**src/rtl/wb_timer_irq.sv**
```systemverilog
// Wishbone timer peripheral: prescaled 32-bit counter with compare match,
// one-shot / auto-reload modes and a level interrupt cleared by W1C or EOI.
module wb_timer_irq #(
    parameter int unsigned PRESCALE_W  = 16,
    parameter logic [31:0] RST_COMPARE = 32'hFFFF_FFFF
) (
    input  logic        clk,
    input  logic        rst_n,
    input  logic        i_wb_cyc,
    input  logic        i_wb_stb,
    input  logic        i_wb_we,
    input  logic [31:0] i_wb_addr,
    input  logic [31:0] i_wb_data,
    input  logic [3:0]  i_wb_sel,
    output logic        o_wb_stall,
    output logic        o_wb_ack,
    output logic [31:0] o_wb_data,
    input  logic        i_eoi,
    output logic        o_irq
);

    logic [2:0]            ctrl_q, ctrl_d;
    logic [PRESCALE_W-1:0] presc_q, presc_d;
    logic [PRESCALE_W-1:0] pcnt_q, pcnt_d;
    logic [31:0]           count_q, count_d;
    logic [31:0]           cmp_q, cmp_d;
    logic                  pend_q, pend_d;
    logic                  ack_q, ack_d;
    logic [31:0]           rdata_q, rdata_d;

    logic        accept, wr;
    logic [2:0]  slot;
    logic [31:0] lane_mask;
    logic [31:0] presc_ext;
    logic [31:0] presc_wr;
    logic [31:0] rmux;
    logic        tick, match, pend_clr;
    logic        unused_addr;

    assign unused_addr = ^{i_wb_addr[31:5], i_wb_addr[1:0]};

    assign accept    = i_wb_cyc & i_wb_stb & ~ack_q;
    assign wr        = accept & i_wb_we;
    assign slot      = i_wb_addr[4:2];
    assign lane_mask = {{8{i_wb_sel[3]}}, {8{i_wb_sel[2]}}, {8{i_wb_sel[1]}}, {8{i_wb_sel[0]}}};

    always_comb begin
        presc_ext                   = '0;
        presc_ext[PRESCALE_W-1:0]   = presc_q;
    end

    assign presc_wr = (presc_ext & ~lane_mask) | (i_wb_data & lane_mask);

    always_comb begin
        rmux = '0;
        case (slot)
            3'd0:    rmux = {29'd0, ctrl_q};
            3'd1:    rmux = presc_ext;
            3'd2:    rmux = count_q;
            3'd3:    rmux = cmp_q;
            3'd4:    rmux = {31'd0, pend_q};
            default: rmux = '0;
        endcase
    end

    assign tick     = ctrl_q[0] & (pcnt_q == presc_q);
    assign match    = tick & (count_q == cmp_q);
    assign pend_clr = i_eoi | (wr & (slot == 3'd4) & i_wb_sel[0] & i_wb_data[0]);

    always_comb begin
        ctrl_d  = ctrl_q;
        presc_d = presc_q;
        pcnt_d  = pcnt_q;
        count_d = count_q;
        cmp_d   = cmp_q;
        pend_d  = match | (pend_q & ~pend_clr);
        ack_d   = accept;
        rdata_d = accept ? rmux : '0;

        if (!ctrl_q[0] || tick) begin
            pcnt_d = '0;
        end else begin
            pcnt_d = pcnt_q + 1'b1;
        end

        if (tick) begin
            if (match) begin
                if (ctrl_q[1]) begin
                    count_d = '0;
                end else begin
                    ctrl_d[0] = 1'b0;
                end
            end else begin
                count_d = count_q + 32'd1;
            end
        end

        // CPU writes are applied last so they override timer-side updates
        if (wr) begin
            case (slot)
                3'd0: ctrl_d  = ((ctrl_q & ~lane_mask[2:0]) | (i_wb_data[2:0] & lane_mask[2:0]));
                3'd1: presc_d = presc_wr[PRESCALE_W-1:0];
                3'd2: begin
                    count_d = (count_q & ~lane_mask) | (i_wb_data & lane_mask);
                    pcnt_d  = '0;
                end
                3'd3: cmp_d   = (cmp_q & ~lane_mask) | (i_wb_data & lane_mask);
                default: ;
            endcase
        end
    end

    always_ff @(posedge clk or negedge rst_n) begin
        if (!rst_n) begin
            ctrl_q  <= '0;
            presc_q <= '0;
            pcnt_q  <= '0;
            count_q <= '0;
            cmp_q   <= RST_COMPARE;
            pend_q  <= 1'b0;
            ack_q   <= 1'b0;
            rdata_q <= '0;
        end else begin
            ctrl_q  <= ctrl_d;
            presc_q <= presc_d;
            pcnt_q  <= pcnt_d;
            count_q <= count_d;
            cmp_q   <= cmp_d;
            pend_q  <= pend_d;
            ack_q   <= ack_d;
            rdata_q <= rdata_d;
        end
    end

    assign o_wb_stall = 1'b0;
    assign o_wb_ack   = ack_q;
    assign o_wb_data  = rdata_q;
    assign o_irq      = pend_q & ctrl_q[2];

endmodule

```
**config.mk**
```make
export PLATFORM = sky130hd
export DESIGN_NAME = wb_timer_irq
export DESIGN_NICKNAME = d
export VERILOG_FILES = /design/src/rtl/wb_timer_irq.sv
export SDC_FILE = /design/constraint.sdc
export NUM_CORES = 1
export LEC_CHECK = 0
export ABC_CLOCK_PERIOD_IN_PS = 4600
export BUFFER_PORTS_ARGS = -buffer_cell sky130_fd_sc_hd__buf_2
export CORE_MARGIN = 2
export CORE_UTILIZATION = 40
export DETAILED_ROUTE_END_ITERATION = 10
export PLACE_DENSITY_LB_ADDON = 0.15
export SETUP_SLACK_MARGIN = 0.4
export SLEW_MARGIN = 10
export SYNTH_ARGS = -nofsm -noshare
export SYNTH_HDL_FRONTEND = slang
export SYNTH_SLANG_ARGS = --single-unit
```
**constraint.sdc**
```tcl
create_clock -name clk -period 4.6 [get_ports clk]
set_clock_uncertainty 0.1 [all_clocks]
set_input_delay 0.23 -clock clk [delete_from_list [all_inputs] [get_ports clk]]
set_output_delay 0.23 -clock clk [all_outputs]
set_load 0.05 [all_outputs]
```
---- After elaboration in Yosys (flattened, before gate mapping) ----
Index checks and enable logic that the tools add are counted.
storage, ports and cells
  bits in registers ....................... 133
  word-level logic and storage cells ...... 64
operators by class
  bitwise operators ....................... 26
  reductions and logical operators ........ 6
  add/sub/neg operators ................... 2
  muxes and demuxes ....................... 15
  eq/ne operators ......................... 6
operators with widths
  operator                                              count
  2-to-1 mux 32 bit                                     6
  case mux 32 bit (5 select lines)                      1
  AND 32 bit                                            3
  OR 32 bit                                             2
  2-to-1 mux 16 bit                                     3
  adder 32 x 1 -> 32 bit (second input constant)        1
  equality test 32 bit                                  1
  NOT 32 bit                                            1
  adder 16 x 1 -> 16 bit (second input constant)        1
  AND 16 bit                                            1
  equality test 16 bit                                  1
  OR 16 bit                                             1
  AND 1 bit                                             10
  AND 3 bit                                             2
  equality test 3 x 2 -> 1 bit (second input constant)  2
  AND reduction 2 bit                                   3
  2-to-1 mux 1 bit                                      5
  equality test 3 x 1 -> 1 bit (second input constant)  1
  equality test 3 bit (second input constant)           1
  zero test 3 bit                                       1
  NOT 3 bit                                             1
  OR 3 bit                                              1
  NOT 1 bit                                             2
  OR 1 bit                                              2
  other kinds (2)                                       2

---- Logic depth before layout (Yosys ltp) ----
Gate-level depths: netlist (run 1).
  depth after elaboration ................. 10
  depth in mapped cells ................... 9

---- Worst setup path before layout (run 1) ----
No wires, ideal clock.
  path type ............................... flip-flop to flip-flop
  start ................................... reg ack_q, in the netlist o_wb_ack
  end ..................................... reg with a tool-made name
  data arrival time ....................... 2.034 ns
  buffers on the path ..................... 3
  library setup time ...................... 0.126 ns
  setup slack ............................. 2.340 ns
  cell stages (with the launch flop) ...... 8
  cell sequence ........................... dfrtp_1 -> and3b_1 -> clkbuf_1 -> nand3_1 -> clkbuf_1 -> clkbuf_1 -> nor2_1 -> a311o_1
RTL lines
  what                    RTL line  RTL
  start, declared         28        logic ack_q, ack_d;
  start signal, assigned  130       ack_q <= ack_d;

==> impl_metrics.toml, run 1 <==
[run_status]
status = "finished clean"

[sta]
hold_viol = 0
rsz0062_at_grt = "no"
postLayoutSetupSlackWorst_ns = 1.41
max_freq_ghz = 0.314
finalSetupTns_ns = 0
setup_viol_count_final = 0
period_minus_slack_ns = 3.19
tightest_slew_ns = 0.998
drv_slew = 0
fin_crit_sh_pct = 69.3
relSlewSlack_pct = 33.3

[worst_hold_path]
hold_path_depth = 2
hold_start = "i_wb_data[5]"
hold_class = "input pin to flop"

[yosys]
synth_xor_area_share_pct = 7.29
ys.flop_type = "dfrtp_1"
synth_top_family_by_area = "simple AND/OR/NAND/NOR gates"
syn_inst = 713
synth_area_per_cell_um2 = 10.4
muxShareOfSynthArea_pct = 12.1
syn_nets = 789
netlist_area_um2 = 7450
synth-simple-area-share_pct = 18.9
ys_types = 74
ys_seq_elements = 133
ys_warn_count = 0
synth_fa_ha_area_share_pct = 0.336
async_flop_share_pct = 100
synth-compound-area-share_pct = 12.3
synth_edf_count = 0
ys_seq_area_share_pct = 45.2

[detailed_routing]
drtIter0Drc = 378
drc_errors = 0
finalWirelength_mm = 21.7
routed_via_density = 5.87
wl_per_cell_um = 21.0
antenna_left = 0
vias = 6072
dr.pass1.iters = 4

[place]
pre_cts_slack_ns = 1.52
place.gp.congestion = 0.878
hpwlAfterDp_mm = 15.5
io_buffers = 78

[setup_path]
max_stage_delay_ns = 0.82
crit_chain = "xor2_1 > nor4_2 > and4_1 > nand3_1 > o21ai_0 > o21ai_0"
reg2reg_slack_ns = 1.41
crit_top_cell = "o21ai_0"
crit_type = "flop to flop"
end_kind = "flop"
critPathSlowestCell = "o21ai_0"
worstPathMaxFanout = 10
crit_required_ns = 4.75
arrival_ns = 3.34
r2r_cells = 6
cp-start-kind = "flop"

[global_routing]
grt_max_degree = 97
overflow = 0
antenna_found_initial = 0
grt_pass1_wl_mm = 34.5
track_usage_pct = 22.8
first_global_vias = 6094

[floorplanning]
dieArea_um2 = 19700
core-area_um2 = 18100
start_util_pct = 41.2
rows = 49
ioPinCount = 109
die_height_um = 140
die_w_um = 140

[cts]
cts_buffer_depth = 2
cts_buffers = 17
clk_latency_ns = 0.42
root_buffer = "clkbuf_16"
cts-htree-levels = 4
path_clk_slew_ns = 0.06
cts_tree = "done"
cts.sink_count = 133

[final_layout]
fin_nets = 869
areaGrowthSynthToFinish_pct = 18.2
diodes = 0
drive_above_1_share_pct = 28.9

[power]
power_density_nw_per_um2 = 388
p_leak_nw = 3.80
power_mw = 3.41
ir_drop_mv = 0.257

[flow_run]
maxCapViolCount = 0
==> cell usage after synthesis, types with 3 or more instances <==
cell type / count / share of area, %
a22oi_1: 29 / 2.9
nand3_1: 24 / 1.6
mux2_2: 64 / 9.7
inv_1: 12 / 0.60
o21ai_0: 21 / 1.4
a21boi_0: 4 / 0.40
nor4_2: 7 / 1.2
and3_1: 11 / 0.92
and4_1: 7 / 0.82
nor3_1: 7 / 0.47
nand2_1: 48 / 2.4
a21oi_1: 11 / 0.74
buf_2: 14 / 0.94
nor2b_1: 5 / 0.42
nand4_1: 20 / 1.7
dfstp_2: 32 / 11
o21a_1: 3 / 0.30
buf_4: 7 / 0.71
o21bai_1: 4 / 0.40
dfrtp_1: 101 / 34
nor2_1: 65 / 3.3
clkbuf_1: 25 / 1.3
a31oi_1: 4 / 0.34
nand2b_1: 4 / 0.34
mux2i_1: 11 / 1.5
o211ai_1: 9 / 0.91
mux4_2: 3 / 0.91
xnor2_1: 20 / 2.4
xor2_1: 42 / 4.9
nor4_1: 8 / 0.67
o22ai_1: 4 / 0.34
o31ai_1: 4 / 0.40
and2_1: 8 / 0.67
nand3b_1: 3 / 0.30
or3_1: 9 / 0.76
a211o_1: 3 / 0.35
nor4b_1: 4 / 0.47
a221oi_1: 3 / 0.35
or4_1: 4 / 0.40
==> critical path, delay by kind of cell, from the launching register on <==
| kind | cells | cell delay (ns) |
|---|---|---|
| simple gates | 3 | 1.13 |
| flops | 1 | 0.52 |
| xor+xnor | 1 | 0.25 |
| compound gates | 2 | 1.04 |
==> final cells by class <==
| class | instances | area (µm²) |
|---|---|---|
| inverters | 12 | 45.0 |
| repair buffers | 109 | 692 |
| clock buffers | 24 | 492 |
| clock inverters | 8 | 121 |
| fillers | 1686 | 9290 |
| multi-input cells | 520 | 3800 |
| flip-flops and latches | 133 | 3370 |
| well taps | 229 | 287 |
==> through the flow <==
| step | cells | hold slack, ns | utilization [%] | instance area [µm²] |
|---|---|---|---|---|
| after floorplan | 713 | -0.166 | - | 7450 |
| after global placement | 978 | 0.302 | 43.9 | 7940 |
| after detailed placement | 978 | 0.309 | 43.9 | 7940 |
| after CTS | 1035 | 0.00182 | 48.7 | 8800 |
| after global routing | 1035 | 0.00416 | 48.7 | 8800 |
| final | 1035 | 0.0188 | 48.7 | 8800 |
==> power breakdown <==
| part | leakage [nW] | switching (mW) | internal (mW) | total [mW] |
|---|---|---|---|---|
| registers | 1.66 | 0.161 | 1.30 | 1.46 |
| logic | 1.84 | 0.296 | 0.234 | 0.529 |
| clock network | 0.300 | 0.513 | 0.909 | 1.42 |
| total | 3.80 | 0.969 | 2.44 | 3.41 |
==> what timing repair did <==
action,in CTS,in global routing
setup buffers,0,0
endpoints found under the hold margin,103,0
resized for setup,0,0
hold buffers,25,0
==> logic make-up (layout without fill, tap and decap cells) <==
family / Yosys count / count (layout)
and+or+nand+nor: 251 / 251
DFF: 133 / 133
AOI/OAI and AO/OA: 126 / 126
muxes: 78 / 78
xor gates and xnor gates: 62 / 62
buffers and inverters: 60 / 153
adders and majority gates: 2 / 2
other: 1 / 1
==> layer usage <==
metal / wire [µm] / track usage, % / vias up
li1: - / - / 2779
met1: 9380 / 30.0 / 3064
met2: 10700 / 37.9 / 201
met3: 1160 / 4.51 / 28
met4: 495 / 7.23 / 0
met5: 0 / 0 / -
==> worst max-delay path by stage <==
stage	start	endpoint	depth (start not counted)
final	flop	flop	6
after global routing	flop	flop	6
after CTS	pcnt_q[4]	flop	6
after detailed placement	pcnt_q[4]	flop	6
after global placement	pcnt_q[5]	flop	6
after floorplan	o_wb_ack	flop	7
==> layout by cell type, fill, tap and decap left out, drive strengths merged, types with 17 or more instances in the layout <==
cell / instances
dfrtp: 101
buf: 84
nor2: 66
mux2: 64
nand2: 48
xor2: 42
dfstp: 32
a22oi: 29
dlygate4sd3: 25
nand3: 24
clkbuf: 24
nand4: 22
o21ai: 21
xnor2: 20
nor4: 17
Note: power is estimated with default switching activity, not from simulation.
==> inputs of run 2 (changes only) <==
ABC_CLOCK_PERIOD_IN_PS = 3200   (was 4600)
clock period = 3.2 ns   (was 4.6 ns; I/O delays follow)
==> run 2 against run 1 <==
- worst setup slack lost 0.94 ns
- sequential share of layout area fell by 1.2 points
- combinational power grew 53%
- largest cell class unchanged
==> impl_metrics.toml, run 2 (synthesis gave the netlist of run 1 again) <==
[run_status]
status = "finished clean"

[floorplanning]
die_w_um = 140
die_height_um = 140
ioPinCount = 109
dieArea_um2 = 19700
core-area_um2 = 18100
start_util_pct = 41.2
rows = 49

[global_routing]
antenna_found_initial = 0
overflow = 0
track_usage_pct = 22.9
grt_pass1_wl_mm = 34.9
first_global_vias = 6328
grt_max_degree = 106

[setup_path]
crit_required_ns = 3.41
crit_type = "flop to flop"
cp-start-kind = "flop"
reg2reg_slack_ns = 0.47
worstPathMaxFanout = 8
arrival_ns = 2.94
end_kind = "flop"
r2r_cells = 6

[power]
ir_drop_mv = 0.364
comb_power_share_pct = 16.5
p_leak_nw = 3.96
power_density_nw_per_um2 = 540
swShare_pct = 28.4
seqPwrFrac_pct = 42.6
power.clock.fraction_pct = 40.9
intPower_mw = 3.51
p_sw_mw = 1.39

[final_layout]
final_cell_mix = "101 x dfrtp_1, 77 x buf_2, 64 x nor2_1, 64 x mux2_2, 48 x nand2_1"
fin_nets = 902
multi_input_comb_area_um2 = 3810
regArea_um2 = 3370
areaGrowthSynthToFinish_pct = 22.1
final_area_um2 = 9090
diodes = 0
final_common_cell = "dfrtp_1"
drive_above_1_share_pct = 30.5
fillCellCount = 1602

[detailed_routing]
finalWirelength_mm = 22.1
vias = 6238
drc_errors = 0
m1WireLength_mm = 9.69
wl_per_cell_um = 20.7
met2WireLength_mm = 10.8
routed_via_density = 5.84
drtIter0Drc = 528
dr.pass1.iters = 5
wl_met3_mm = 1.12
antenna_left = 0
maxUsedRoutingLayer = "met4"

[sta]
drv_slew = 0
fin_crit_sh_pct = 85.3
max_freq_ghz = 0.366
period_minus_slack_ns = 2.73
hold_viol = 0
finalSetupTns_ns = 0
relSlewSlack_pct = 32.4
tightest_slew_ns = 1.01
setup_viol_count_final = 0
rsz0062_at_grt = "yes"

[cts]
cts_buffers = 17
postCtsSetupRepairBufs = 0
cts_tree = "done"
clk_latency_ns = 0.43
cts-htree-levels = 4
cts.sink_count = 133
root_buffer = "clkbuf_16"
path_clk_slew_ns = 0.06
cts_buffer_depth = 2

[worst_hold_path]
hold_path_depth = 2
hold_class = "input pin to flop"

[place]
place.gp.congestion = 0.899
hpwlAfterDp_mm = 16.0
io_buffers = 78
postPlaceCellArea_um2 = 8120

[flow_run]
maxCapViolCount = 0
run 2: cell count changes in the layout (fill, tap and decap cells not counted), sizes merged:
cell	change
dlygate4sd3	+11
clkbuf	-1
clkinvlp	+1
buf	+22
run 2: area by class of cell:
class | instances | share of cell area, %
multi-input cells | 520 | 41.9
flip-flops and latches | 133 | 37.1
clock inverters | 9 | 1.38
repair buffers | 142 | 10.8
inverters | 12 | 0.496
clock buffers | 23 | 5.26
well taps | 229 | 3.15
run 2: path summary, 6_finish.rpt:
kind,start,to
max,flop,flop
min,i_wb_stb,o_wb_ack
max reg2reg,flop,flop
min reg2reg,flop,flop
max in group asynchronous,rst_n,async pin
min in group asynchronous,rst_n,o_wb_data[26]
run 2: power groups by stage:
stage	combinational (mW)	clock (mW)	sequential [mW]
2_1_floorplan	0.571	0	2.02
3_3_place_gp	0.762	0	2.10
3_5_place_dp	0.773	0	2.11
4_1_cts	0.811	2.05	2.08
5_1_grt	0.877	2.12	2.11
6_report	0.810	2.01	2.09
run 2: routing by layer:
metal / track usage (%) / up-vias
li1: - / 2839
met1: 29.6 / 3138
met2: 38.5 / 219
met3: 4.41 / 42
met4: 7.87 / 0
met5: 0 / -
run 2: worst max-delay path, cell delays in order, from the launching register on:
cell and delay (ns):
dfrtp_1 0.49, xor2_1 0.24, nor4_2 0.46, nand4_2 0.36, nor2_4 0.18, a31oi_1 0.35, a311o_1 0.43
run 2: per-stage QoR:
stage                     instances  total power, mW  utilization [%]  hold slack [ns]  worst slack (ns)
after floorplan                 713             2.59                -           -0.236             0.940
after global placement         1000             2.86             44.9            0.256             0.530
after detailed placement       1000             2.88             44.9            0.269             0.538
after CTS                      1068             4.94             50.2           0.0106             0.519
after global routing           1068             5.11             50.3           0.0362             0.385
final                          1068             4.91             50.3           0.0266             0.470
run 2: timing repair:
action / CTS / global route
setup endpoints to repair: 0 / 9
resized for setup: 0 / 2
hold buffers: 36 / 0
hold endpoints to repair: 138 / 0
==> inputs of run 3 (changes only) <==
CORE_ASPECT_RATIO = 1.4   (was default)
CTS_CLUSTER_SIZE = 12   (was default)
==> run 3 against run 2 <==
- critical path depth up 1
- utilization down 0.72 points
- combinational power up 4.2%
- worst setup slack better by 0.064 ns
- register-to-register slack better by 0.06 ns
- largest cell class unchanged
- design area up 0.58%
- clock power down 3%
- final cell count up 2.2%
- non-clock buffer count up 8
- maximum frequency up 2.4%
- sequential cell count unchanged
==> impl_metrics.toml, run 3 (synthesis gave the netlist of run 1 again) <==
[run_status]
status = "finished clean"

[setup_path]
arrival_ns = 2.88
crit_type = "flop to flop"
cp_top_family = "simple AND/OR/NAND/NOR gates"
crit_required_ns = 3.41
cp.depth = 7
critPathSlowestCell = "nor4_2"
crit_chain = "xor2_1 > nor4_2 > nand4_4 > nor2_4 > buf_4 > nand4_1 > and4_1"
worstPathMaxFanout = 8
r2r_cells = 7
critPathBufInv = 1
end_kind = "flop"
cp-start-kind = "flop"
max_stage_delay_ns = 0.49

[final_layout]
final_cell_mix = "101 x dfrtp_1, 77 x buf_2, 64 x nor2_1, 64 x mux2_2, 48 x nand2_1"
fin_nets = 910
final_common_cell = "dfrtp_1"
fillCellCount = 1756
areaGrowthSynthToFinish_pct = 22.8
drive_above_1_share_pct = 30.8
diodes = 0

[cts]
path_clk_slew_ns = 0.06
root_buffer = "clkbuf_16"
cts.sink_count = 133
cts_tree = "done"
postCtsSetupRepairBufs = 0
cts_buffers = 17
clk_latency_ns = 0.43
cts-htree-levels = 4
cts_buffer_depth = 2

[floorplanning]
die_height_um = 165
core-area_um2 = 18500
start_util_pct = 40.3
die_w_um = 119
dieArea_um2 = 19700
ioPinCount = 109
rows = 59

[flow_run]
maxCapViolCount = 0

[global_routing]
use_met3_pct = 4.64
gr-max-usage-layer = "met2"
overflow = 0
grtUsageMet1_pct = 27.9
grt_max_degree = 73
antenna_found_initial = 0
met2_usage_pct = 43.1
first_global_vias = 6230
track_usage_pct = 23.6
grt_pass1_wl_mm = 35.3

[power]
p_sw_mw = 1.40
power_mw = 4.85
ir_drop_mv = 0.360
swShare_pct = 28.8
power.clock.fraction_pct = 40.0
seqPwrFrac_pct = 42.6
p_leak_nw = 3.98
power_density_nw_per_um2 = 531
intPower_mw = 3.45
comb_power_share_pct = 17.4

[sta]
drv_slew = 0
setup_viol_count_final = 0
period_minus_slack_ns = 2.67
hold_viol = 0
tightest_slew_ns = 0.702
relSlewSlack_pct = 53.2
max_freq_ghz = 0.375
rsz0062_at_grt = "yes"
hold-worst-slack_ns = 0.0282
finalSetupTns_ns = 0
fin_crit_sh_pct = 83.3

[place]
hpwlAfterDp_mm = 16.8
io_buffers = 78
place.gp.congestion = 0.921

[detailed_routing]
routed_via_density = 5.63
dr.pass1.iters = 5
antenna_left = 0
wl_per_cell_um = 20.6
finalWirelength_mm = 22.5
drc_errors = 0
vias = 6144
drtIter0Drc = 530

[worst_hold_path]
hold_class = "input pin to flop"
hold_path_depth = 2
-- run 3: area by class of cell --
class                           instances  area, µm²  area share (%)
Clock buffer                           27        493            5.39
Clock inverter                          5       77.6           0.849
Inverter                               12       45.0           0.493
Multi-Input combinational cell        520       3810            41.7
Sequential cell                       133       3370            36.8
Tap cell                              244        305            3.34
Timing Repair Buffer                  150       1040            11.4
-- run 3: worst reg2reg max path: stages, from the launching register on --
cell	delay, ns
dfrtp_1	0.47
xor2_1	0.26
nor4_2	0.49
nand4_4	0.30
nor2_4	0.19
buf_4	0.20
nand4_1	0.29
and4_1	0.27
-- run 3: final timing paths --
path	from	end	slack, ns
worst min register to register	flop	flop	0.42
worst max-delay path	flop	flop	0.53
max in group asynchronous	rst_n	async pin	2.03
worst min-delay path	i_wb_stb	o_wb_ack	0.03
worst max register to register	flop	flop	0.53
min in group asynchronous	rst_n	o_wb_data[29]	0.22
-- run 3: power groups by stage --
stage,registers [mW],clock network (mW),logic (mW)
floorplan,2.02,0,0.571
global placement,2.09,0,0.802
detailed placement,2.09,0,0.809
CTS,2.07,1.96,0.849
global route,2.09,2.05,0.917
finish,2.07,1.94,0.844
-- run 3: stage by stage --
stage	std cells	worst slack, ns	instance area, µm²	utilization (%)
2_1_floorplan	713	0.940	7450	-
3_3_place_gp	1023	0.515	8190	44.4
3_5_place_dp	1023	0.530	8190	44.4
4_1_cts	1091	0.520	9130	49.4
5_1_grt	1091	0.400	9140	49.5
6_report	1091	0.534	9140	49.5
-- run 3: layer usage --
metal / vias up / routed length [µm]
met2: 177 / 11800
met1: 3081 / 9170
met5: - / 0
li1: 2847 / -
met4: 0 / 641
met3: 39 / 896
-- run 3: what timing repair did --
item	4_1_cts	5_1_grt
gates resized for setup	0	3
endpoints found under the hold margin	113	0
endpoints found under the setup margin	0	11
hold buffers	36	0
